==> config.mk <==
export PLATFORM = sky130hd
export DESIGN_NAME = key_debounce
export DESIGN_NICKNAME = d
export VERILOG_FILES = /design/src/rtl/key_debounce.sv
export SDC_FILE = /design/constraint.sdc
export NUM_CORES = 1
export LEC_CHECK = 0
export CAP_MARGIN = 20
export CORE_MARGIN = 8
export CORE_UTILIZATION = 55
export CTS_BUF_LIST = sky130_fd_sc_hd__clkbuf_16
export DETAILED_ROUTE_END_ITERATION = 16
export PLACE_DENSITY = 0.84
export SLEW_MARGIN = 10
export SYNTH_ARGS = -nofsm -noshare
export SYNTH_HDL_FRONTEND = slang
export SYNTH_SLANG_ARGS = --single-unit
==> constraint.sdc <==
create_clock -name sys_clk -period 2.2 [get_ports sys_clk]
set_input_delay 0.33 -clock sys_clk [delete_from_list [all_inputs] [get_ports sys_clk]]
set_output_delay 0.33 -clock sys_clk [all_outputs]
set_load 0.01 [all_outputs]
==> src/rtl/key_debounce.sv <==
// Push-button conditioner: 2-FF synchroniser, debounce FSM with hold
// counter, press/release pulses and a wrapping press counter.
module key_debounce #(
   parameter int CNT_MAX        = 999_999,
   parameter bit KEY_ACTIVE_LOW = 1'b1
) (
   input  logic       sys_clk,
   input  logic       sys_rst_n,
   input  logic       key_in,
   output logic       key_level,
   output logic       key_press,
   output logic       key_release,
   output logic [7:0] press_cnt,
   output logic       key_busy
);

   localparam int CW = (CNT_MAX > 0) ? $clog2(CNT_MAX + 1) : 1;
   localparam logic [CW-1:0] CNT_LAST = CW'(CNT_MAX);
   localparam logic IDLE_PIN = KEY_ACTIVE_LOW;

   typedef enum logic [1:0] {
      IDLE,
      PRESS_FILTER,
      PRESSED,
      RELEASE_FILTER
   } state_t;

   logic          s1_q, s2_q;
   logic          key_act;
   state_t        state_q, state_d;
   logic [CW-1:0] cnt_q, cnt_d;
   logic          level_q, level_d;
   logic          press_q, press_d;
   logic          release_q, release_d;
   logic [7:0]    pcnt_q, pcnt_d;
   logic          busy_q, busy_d;

   // Two-stage synchroniser; s1 may go metastable, only s2 reads it
   always_ff @(posedge sys_clk or negedge sys_rst_n) begin
      if (!sys_rst_n) begin
         s1_q <= IDLE_PIN;
         s2_q <= IDLE_PIN;
      end else begin
         s1_q <= key_in;
         s2_q <= s1_q;
      end
   end

   assign key_act = s2_q ^ KEY_ACTIVE_LOW;

   // State, hold counter and registered outputs
   always_ff @(posedge sys_clk or negedge sys_rst_n) begin
      if (!sys_rst_n) begin
         state_q   <= IDLE;
         cnt_q     <= '0;
         level_q   <= 1'b0;
         press_q   <= 1'b0;
         release_q <= 1'b0;
         pcnt_q    <= '0;
         busy_q    <= 1'b0;
      end else begin
         state_q   <= state_d;
         cnt_q     <= cnt_d;
         level_q   <= level_d;
         press_q   <= press_d;
         release_q <= release_d;
         pcnt_q    <= pcnt_d;
         busy_q    <= busy_d;
      end
   end

   // Next state: any reversal in a filter state falls back to the
   // stable state; counter is cleared on every transition
   always_comb begin
      state_d   = state_q;
      cnt_d     = cnt_q;
      level_d   = level_q;
      press_d   = 1'b0;
      release_d = 1'b0;
      pcnt_d    = pcnt_q;
      unique case (state_q)
         IDLE: begin
            if (key_act) begin
               state_d = PRESS_FILTER;
               cnt_d   = '0;
            end
         end
         PRESS_FILTER: begin
            if (!key_act) begin
               state_d = IDLE;
               cnt_d   = '0;
            end else if (cnt_q == CNT_LAST) begin
               state_d = PRESSED;
               cnt_d   = '0;
               level_d = 1'b1;
               press_d = 1'b1;
               pcnt_d  = pcnt_q + 8'd1;
            end else begin
               cnt_d = cnt_q + CW'(1);
            end
         end
         PRESSED: begin
            if (!key_act) begin
               state_d = RELEASE_FILTER;
               cnt_d   = '0;
            end
         end
         RELEASE_FILTER: begin
            if (key_act) begin
               state_d = PRESSED;
               cnt_d   = '0;
            end else if (cnt_q == CNT_LAST) begin
               state_d   = IDLE;
               cnt_d     = '0;
               level_d   = 1'b0;
               release_d = 1'b1;
            end else begin
               cnt_d = cnt_q + CW'(1);
            end
         end
         default: begin
            state_d = IDLE;
            cnt_d   = '0;
         end
      endcase
      busy_d = (state_d == PRESS_FILTER) ||
               (state_d == RELEASE_FILTER);
   end

   assign key_level   = level_q;
   assign key_press   = press_q;
   assign key_release = release_q;
   assign press_cnt   = pcnt_q;
   assign key_busy    = busy_q;

endmodule

==> impl_metrics.py, run 1 <==
metrics = {
    "synth": {
        "synth_edf_count": 0,
        "synth_area_um2": 1820,
        "ys_types": 41,
        "synth_seq_cells": 35,
        "post_synth.cell_area_avg_um2": 9.70,
        "synth_warnings": 0,
        "synthFlopType": "dfrtp_1",
        "seq_area_frac_synth": 0.482,
        "syn_inst": 188,
        "synth_fp_nets": 193,
        "ys_async_sr_fraction": 1.00,
    },
    "die": {
        "num_io_pins": 15,
        "rows": 21,
        "start_util": 0.560,
        "fp.dieW_um": 73.6,
        "core-area_um2": 3260,
        "die-height_um": 73.6,
        "die_area_um2": 5410,
    },
    "routing": {
        "routed_via_density": 5.95,
        "drt.antenna.violating_nets": 0,
        "drtPass1Iterations": 5,
        "drt_iter0_drc": 124,
        "drcViolationCount": 0,
        "wl_per_cell_um": 16.2,
        "routed_wl_um": 4160,
        "vias": 1529,
    },
    "power_and_ir_drop": {
        "p_switching_mw": 0.301,
        "power_frac_seq": 0.439,
        "fin_total_pwr_mw": 1.50,
        "internal_power_mw": 1.20,
        "clkPwrFrac": 0.517,
        "ir_drop_mv": 0.525,
        "power_density_nw_per_um2": 680,
        "switching_share": 0.200,
        "pwr-share-comb": 0.045,
        "p_leak_nw": 0.965,
    },
    "sta": {
        "finalCritPeriodShare": 0.889,
        "drv_slew": 0,
        "skew_ns": 0.00505,
        "setup_ws_ns": 0.245,
        "tightestPinTransition_ns": 0.443,
        "fmax_mhz": 512,
        "fin_crit_ns": 1.96,
        "hold_ws_ns": 0.367,
        "finalSetupViolCount": 0,
        "setup-tns-final_ns": 0,
        "hold_viol_final": 0,
        "rsz0062_at_grt": "no",
        "relSlewSlack": 0.702,
    },
    "clock_tree": {
        "cts_buffer_depth": 2,
        "cts_tree": "built",
        "ctsHoldBuffers": 0,
        "clk_pin_slew_ns": 0.05,
        "h-tree-depth": 2,
        "cts_sinks": 35,
        "cts_root_buf": "clkbuf_16",
        "post-cts-setup-buffers": 0,
        "cts_resized": 0,
        "cts_buffers": 5,
        "clk_latency_ns": 0.28,
    },
    "finish": {
        "final_cell_mix": "dfrtp_1, nand2_1, nand3_1, clkdlybuf4s50_1, o21ai_0",
        "utilization": 0.679,
        "stdcell_area_um2": 2210,
        "multiInputGateArea_um2": 893,
        "finalNonFillerCells": 257,
        "antenna_cells": 0,
        "fillers": 261,
        "final-seq-area_um2": 878,
        "nets": 215,
        "syn_to_final_growth_pct": 21.3,
        "drive_above_1_share": 0.109,
        "final_common_cell": "dfrtp_1",
    },
    "min_path": {
        "hp-class": "flop to flop",
        "hold_start": "s1_q",
    },
    "job": {
        "cap_viol_max_count": 0,
    },
    "place": {
        "numPlacedInstances": 249,
        "routabilityCongestion": 0.862,
        "place_ws_ns": 0.257,
        "place.detailed.hpwl_um": 2980,
        "dpl_cell_area_um2": 2050,
        "portBuffers": 14,
    },
    "status": {
        "status": "finished, final reports clean",
    },
    "critical_path": {
        "critical-path-max-stage-delay_ns": 0.40,
        "crit_type": "flop to flop",
        "r2r_start": "cnt_q[15]",
        "required_ns": 2.36,
        "crit_start": "cnt_q[15]",
        "crit_chain": "or3b_4 -> nor4_4 -> nand4_2 -> or3_1 -> xnor2_1",
        "cp_max_fo": 4,
        "end_kind": "flop",
        "arrival_ns": 2.12,
        "crit_path_start_kind": "flop",
        "worst_path_max_delay_cell": "dfrtp_1",
    },
    "grt": {
        "track_usage": 0.167,
        "grt_pass1_wl_um": 7000,
        "grt_pass1_vias": 1545,
        "grt_max_degree": 36,
        "antenna_found_initial": 0,
        "overflow": 0,
    },
}
-- per-layer routing --
metal	vias to the layer above	track usage	part of all wire	wire length, um
met4	0	0.0820	0.020	82
met5	-	0	0	0
met1	744	0.175	0.40	1670
met3	9	0.0518	0.070	293
met2	45	0.294	0.51	2120
li1	731	-	-	-
-- cell type report --
| cell class | instances | share of cell area |
|---|---|---|
| Clock inverter | 3 | 0.0175 |
| Timing Repair Buffer | 21 | 0.0871 |
| Inverter | 7 | 0.0119 |
| Sequential cell | 35 | 0.397 |
| Multi-Input combinational cell | 140 | 0.404 |
| Tap cell | 46 | 0.0260 |
| Clock buffer | 5 | 0.0566 |
-- critical path, delay by kind of cell (launching register included) --
kind	cells	cell delay, ns
flops	1	0.40
xor+xnor	1	0.13
simple gates	4	1.31
-- flip-flops by register name, summed over array words and instances (netlist names) --
| signal | flops |
|---|---|
| key_level | 1 |
| s1_q | 1 |
| state_q | 1 |
| key_press | 1 |
| s2_q | 1 |
| cnt_q | 20 |
| press_cnt | 8 |
| key_release | 1 |
| key_busy | 1 |
-- power groups by stage --
stage	clock, mW	combinational (mW)	sequential (mW)
after global placement	0	0.0636	0.670
after detailed placement	0	0.0662	0.671
after floorplan	0	0.0359	0.668
after global routing	0.821	0.0742	0.660
after CTS	0.790	0.0675	0.660
final	0.777	0.0672	0.660
-- synthesized netlist by cell type, types with 2 or more instances --
cell,instances,area (um2)
or2_1,2,12.5
nand4_1,9,56.3
nor4_1,5,31.3
buf_2,2,10.0
nand3_1,14,70.1
dfstp_2,2,52.6
or2_2,2,12.5
ha_1,2,25.0
or3_1,2,12.5
nor3_1,8,40.0
dfrtp_1,33,826
a2bb2oi_1,2,17.5
a21o_1,8,60.1
o21ai_0,11,55.1
nand2_1,16,60.1
and3_1,4,25.0
mux2i_1,6,60.1
a21oi_1,7,35.0
and4_1,2,17.5
nor2_1,10,37.5
xnor2_1,8,70.1
clkbuf_1,4,15.0
and2_1,4,25.0
a22o_1,2,17.5
inv_1,7,26.3
-- path summary, 6_finish.rpt --
check | to | slack, ns | cells after the start
hold reg to reg | s2_q | 0.37 | 0
min in group asynchronous | press_cnt[5] | 0.47 | 2
setup reg to reg | press_cnt[6] | 0.24 | 5
max in group asynchronous | s2_q | 1.39 | 2
hold / removal | s2_q | 0.37 | 0
setup / recovery | press_cnt[6] | 0.24 | 5
-- cell families after synthesis --
group / synth area share
AOI/OAI and AO/OA: 0.130
DFF: 0.482
buffers and inverters: 0.0281
xor gates and xnor gates: 0.0432
muxes: 0.0329
adders and majority gates: 0.0137
and+or+nand+nor: 0.270
No activity file was read; power rests on OpenSTA's default activity.
==> run 2, diff against run 1 <==
--- a/config.mk
+++ b/config.mk
@@ -7,10 +7,10 @@
 export LEC_CHECK = 0
 export CAP_MARGIN = 20
 export CORE_MARGIN = 8
-export CORE_UTILIZATION = 55
+export CORE_UTILIZATION = 40
 export CTS_BUF_LIST = sky130_fd_sc_hd__clkbuf_16
 export DETAILED_ROUTE_END_ITERATION = 16
-export PLACE_DENSITY = 0.84
+export PLACE_DENSITY = 0.67
 export SLEW_MARGIN = 10
 export SYNTH_ARGS = -nofsm -noshare
 export SYNTH_HDL_FRONTEND = slang
==> run 2 against run 1 <==
Net effect: first-iteration DRC count fell by 34%; highest routed layer unchanged; total power up 8.7%; cell count grew 6.6%; worst hold slack got worse by 0.0098 ns; sequential share of layout area down 2.0 points; clock power grew 16%; wire length is 6.4% lower.
==> impl_metrics.py, run 2 (synthesis gave the netlist of run 1 again) <==
metrics = {
    "status": {
        "status": "finished, final reports clean",
    },
    "critical_path": {
        "cp_max_fo": 4,
        "r2r_end": "press_cnt[6]",
        "arrival_ns": 2.22,
        "ff2ff_setup_slack_ns": 0.15,
        "required_ns": 2.37,
        "end_kind": "flop",
        "critical-path-max-stage-delay_ns": 0.41,
        "r2r_start": "cnt_q[15]",
        "crit_type": "flop to flop",
        "worst_path_max_delay_cell": "dfrtp_1",
        "crit_path_start_kind": "flop",
        "rr_worst_depth": 6,
        "crit_chain": "or3b_4 -> nor4_4 -> buf_4 -> nand4_2 -> or3_1 -> xnor2_1",
    },
    "routing": {
        "drt.antenna.violating_nets": 0,
        "wl_per_cell_um": 14.2,
        "drcViolationCount": 0,
        "routed_wl_um": 3900,
        "vias": 1526,
        "routed_via_density": 5.57,
        "drt_iter0_drc": 82,
        "drtPass1Iterations": 4,
    },
    "sta": {
        "relSlewSlack": 0.453,
        "fin_crit_ns": 2.05,
        "finalCritPeriodShare": 0.934,
        "skew_ns": 0.00496,
        "hold_viol_final": 0,
        "finalSetupViolCount": 0,
        "rsz0062_at_grt": "no",
        "drv_slew": 0,
        "setup_ws_ns": 0.145,
        "fmax_mhz": 487,
        "tightestPinTransition_ns": 0.817,
        "setup-tns-final_ns": 0,
    },
    "place": {
        "place.detailed.hpwl_um": 2800,
        "place_ws_ns": 0.0200,
        "numPlacedInstances": 266,
        "routabilityCongestion": 0.844,
        "portBuffers": 14,
    },
    "grt": {
        "antenna_found_initial": 0,
        "overflow": 0,
        "grt_pass1_vias": 1550,
        "track_usage": 0.120,
        "grt_pass1_wl_um": 7110,
        "grt_max_degree": 36,
    },
    "die": {
        "rows": 24,
        "die_area_um2": 6970,
        "start_util": 0.416,
        "core-area_um2": 4380,
        "die-height_um": 83.5,
        "fp.dieW_um": 83.5,
        "num_io_pins": 15,
    },
    "min_path": {
        "min_path_cells": 0,
        "hp-class": "flop to flop",
        "holdPathEnd": "s2_q",
        "hold_start": "s1_q",
    },
    "power_and_ir_drop": {
        "ir_drop_mv": 0.422,
        "p_leak_nw": 1.04,
        "p_switching_mw": 0.309,
        "power_frac_seq": 0.400,
        "power_density_nw_per_um2": 702,
        "switching_share": 0.189,
        "internal_power_mw": 1.33,
        "pwr-share-comb": 0.047,
        "clkPwrFrac": 0.552,
    },
    "clock_tree": {
        "ctsHoldBuffers": 0,
        "cts_tree": "built",
        "clk_latency_ns": 0.28,
        "cts_buffer_depth": 2,
        "cts_root_buf": "clkbuf_16",
        "clk_pin_slew_ns": 0.06,
        "h-tree-depth": 2,
        "cts_sinks": 35,
        "cts_buffers": 5,
    },
    "job": {
        "cap_viol_max_count": 0,
    },
    "finish": {
        "top_register": "cnt_q",
        "syn_to_final_growth_pct": 27.9,
        "finalNonFillerCells": 274,
        "fillers": 389,
        "nets": 226,
        "final_cell_mix": "dfrtp_1, buf_4, nand2_1",
        "antenna_cells": 0,
        "largest_register_ff_count": 20,
        "utilization": 0.532,
        "drive_above_1_share": 0.158,
        "final_common_cell": "dfrtp_1",
    },
}
[run 2: cell type report]
| class | instances | area [um2] | share of cell area |
|---|---|---|---|
| Clock buffer | 5 | 125 | 0.0537 |
| Clock inverter | 3 | 63.8 | 0.0274 |
| Inverter | 7 | 26.3 | 0.0113 |
| Multi-Input combinational cell | 140 | 897 | 0.385 |
| Sequential cell | 35 | 878 | 0.377 |
| Tap cell | 52 | 65.1 | 0.0279 |
| Timing Repair Buffer | 32 | 275 | 0.118 |
[run 2: layer usage]
| layer | wire length (um) | vias up | global-route usage | part of all wire |
|---|---|---|---|---|
| met1 | 1860 | 733 | 0.151 | 0.48 |
| met3 | 203 | 6 | 0.0479 | 0.052 |
| met5 | 0 | - | 0 | 0 |
| met2 | 1790 | 28 | 0.185 | 0.46 |
| li1 | - | 759 | - | - |
| met4 | 43 | 0 | 0.0314 | 0.011 |
[run 2: critical path: cells and delay by family, from the launching register on]
family | cells | cell delay [ns]
buffers and inverters | 1 | 0.17
xor gates and xnor gates | 1 | 0.13
and+or+nand+nor | 4 | 1.24
DFF | 1 | 0.41
[run 2: power by group through the flow]
stage / clock network (mW) / logic [mW] / registers (mW)
floorplan: 0 / 0.0359 / 0.668
global placement: 0 / 0.0776 / 0.666
detailed placement: 0 / 0.0787 / 0.666
CTS: 0.914 / 0.0789 / 0.655
global route: 0.949 / 0.0887 / 0.655
finish: 0.903 / 0.0775 / 0.655
[run 2: repair_timing]
| item | in CTS | in global routing |
|---|---|---|
| endpoints found under the setup margin | 0 | 9 |
| setup buffers | 0 | 0 |
| gates resized for setup | 0 | 1 |
[run 2: how the worst max path moves through the flow]
stage                    from            to  slack (ns)  depth (start not counted)
floorplan            cnt_q[7]  press_cnt[6]        0.27                          5
global placement         s2_q     cnt_q[18]         0.1                          6
detailed placement       s2_q     cnt_q[17]        0.02                          6
CTS                      s2_q     cnt_q[17]       0.007                          6
global route        cnt_q[15]  press_cnt[6]        0.03                          6
finish              cnt_q[15]  press_cnt[6]        0.15                          6
[run 2: metrics by stage]
step	total power, mW	hold WS, ns	cell area [um2]
after floorplan	0.704	0.0344	1820
after global placement	0.743	0.346	2140
after detailed placement	0.745	0.350	2140
after CTS	1.65	0.358	2330
after global routing	1.69	0.361	2330
final	1.64	0.357	2330
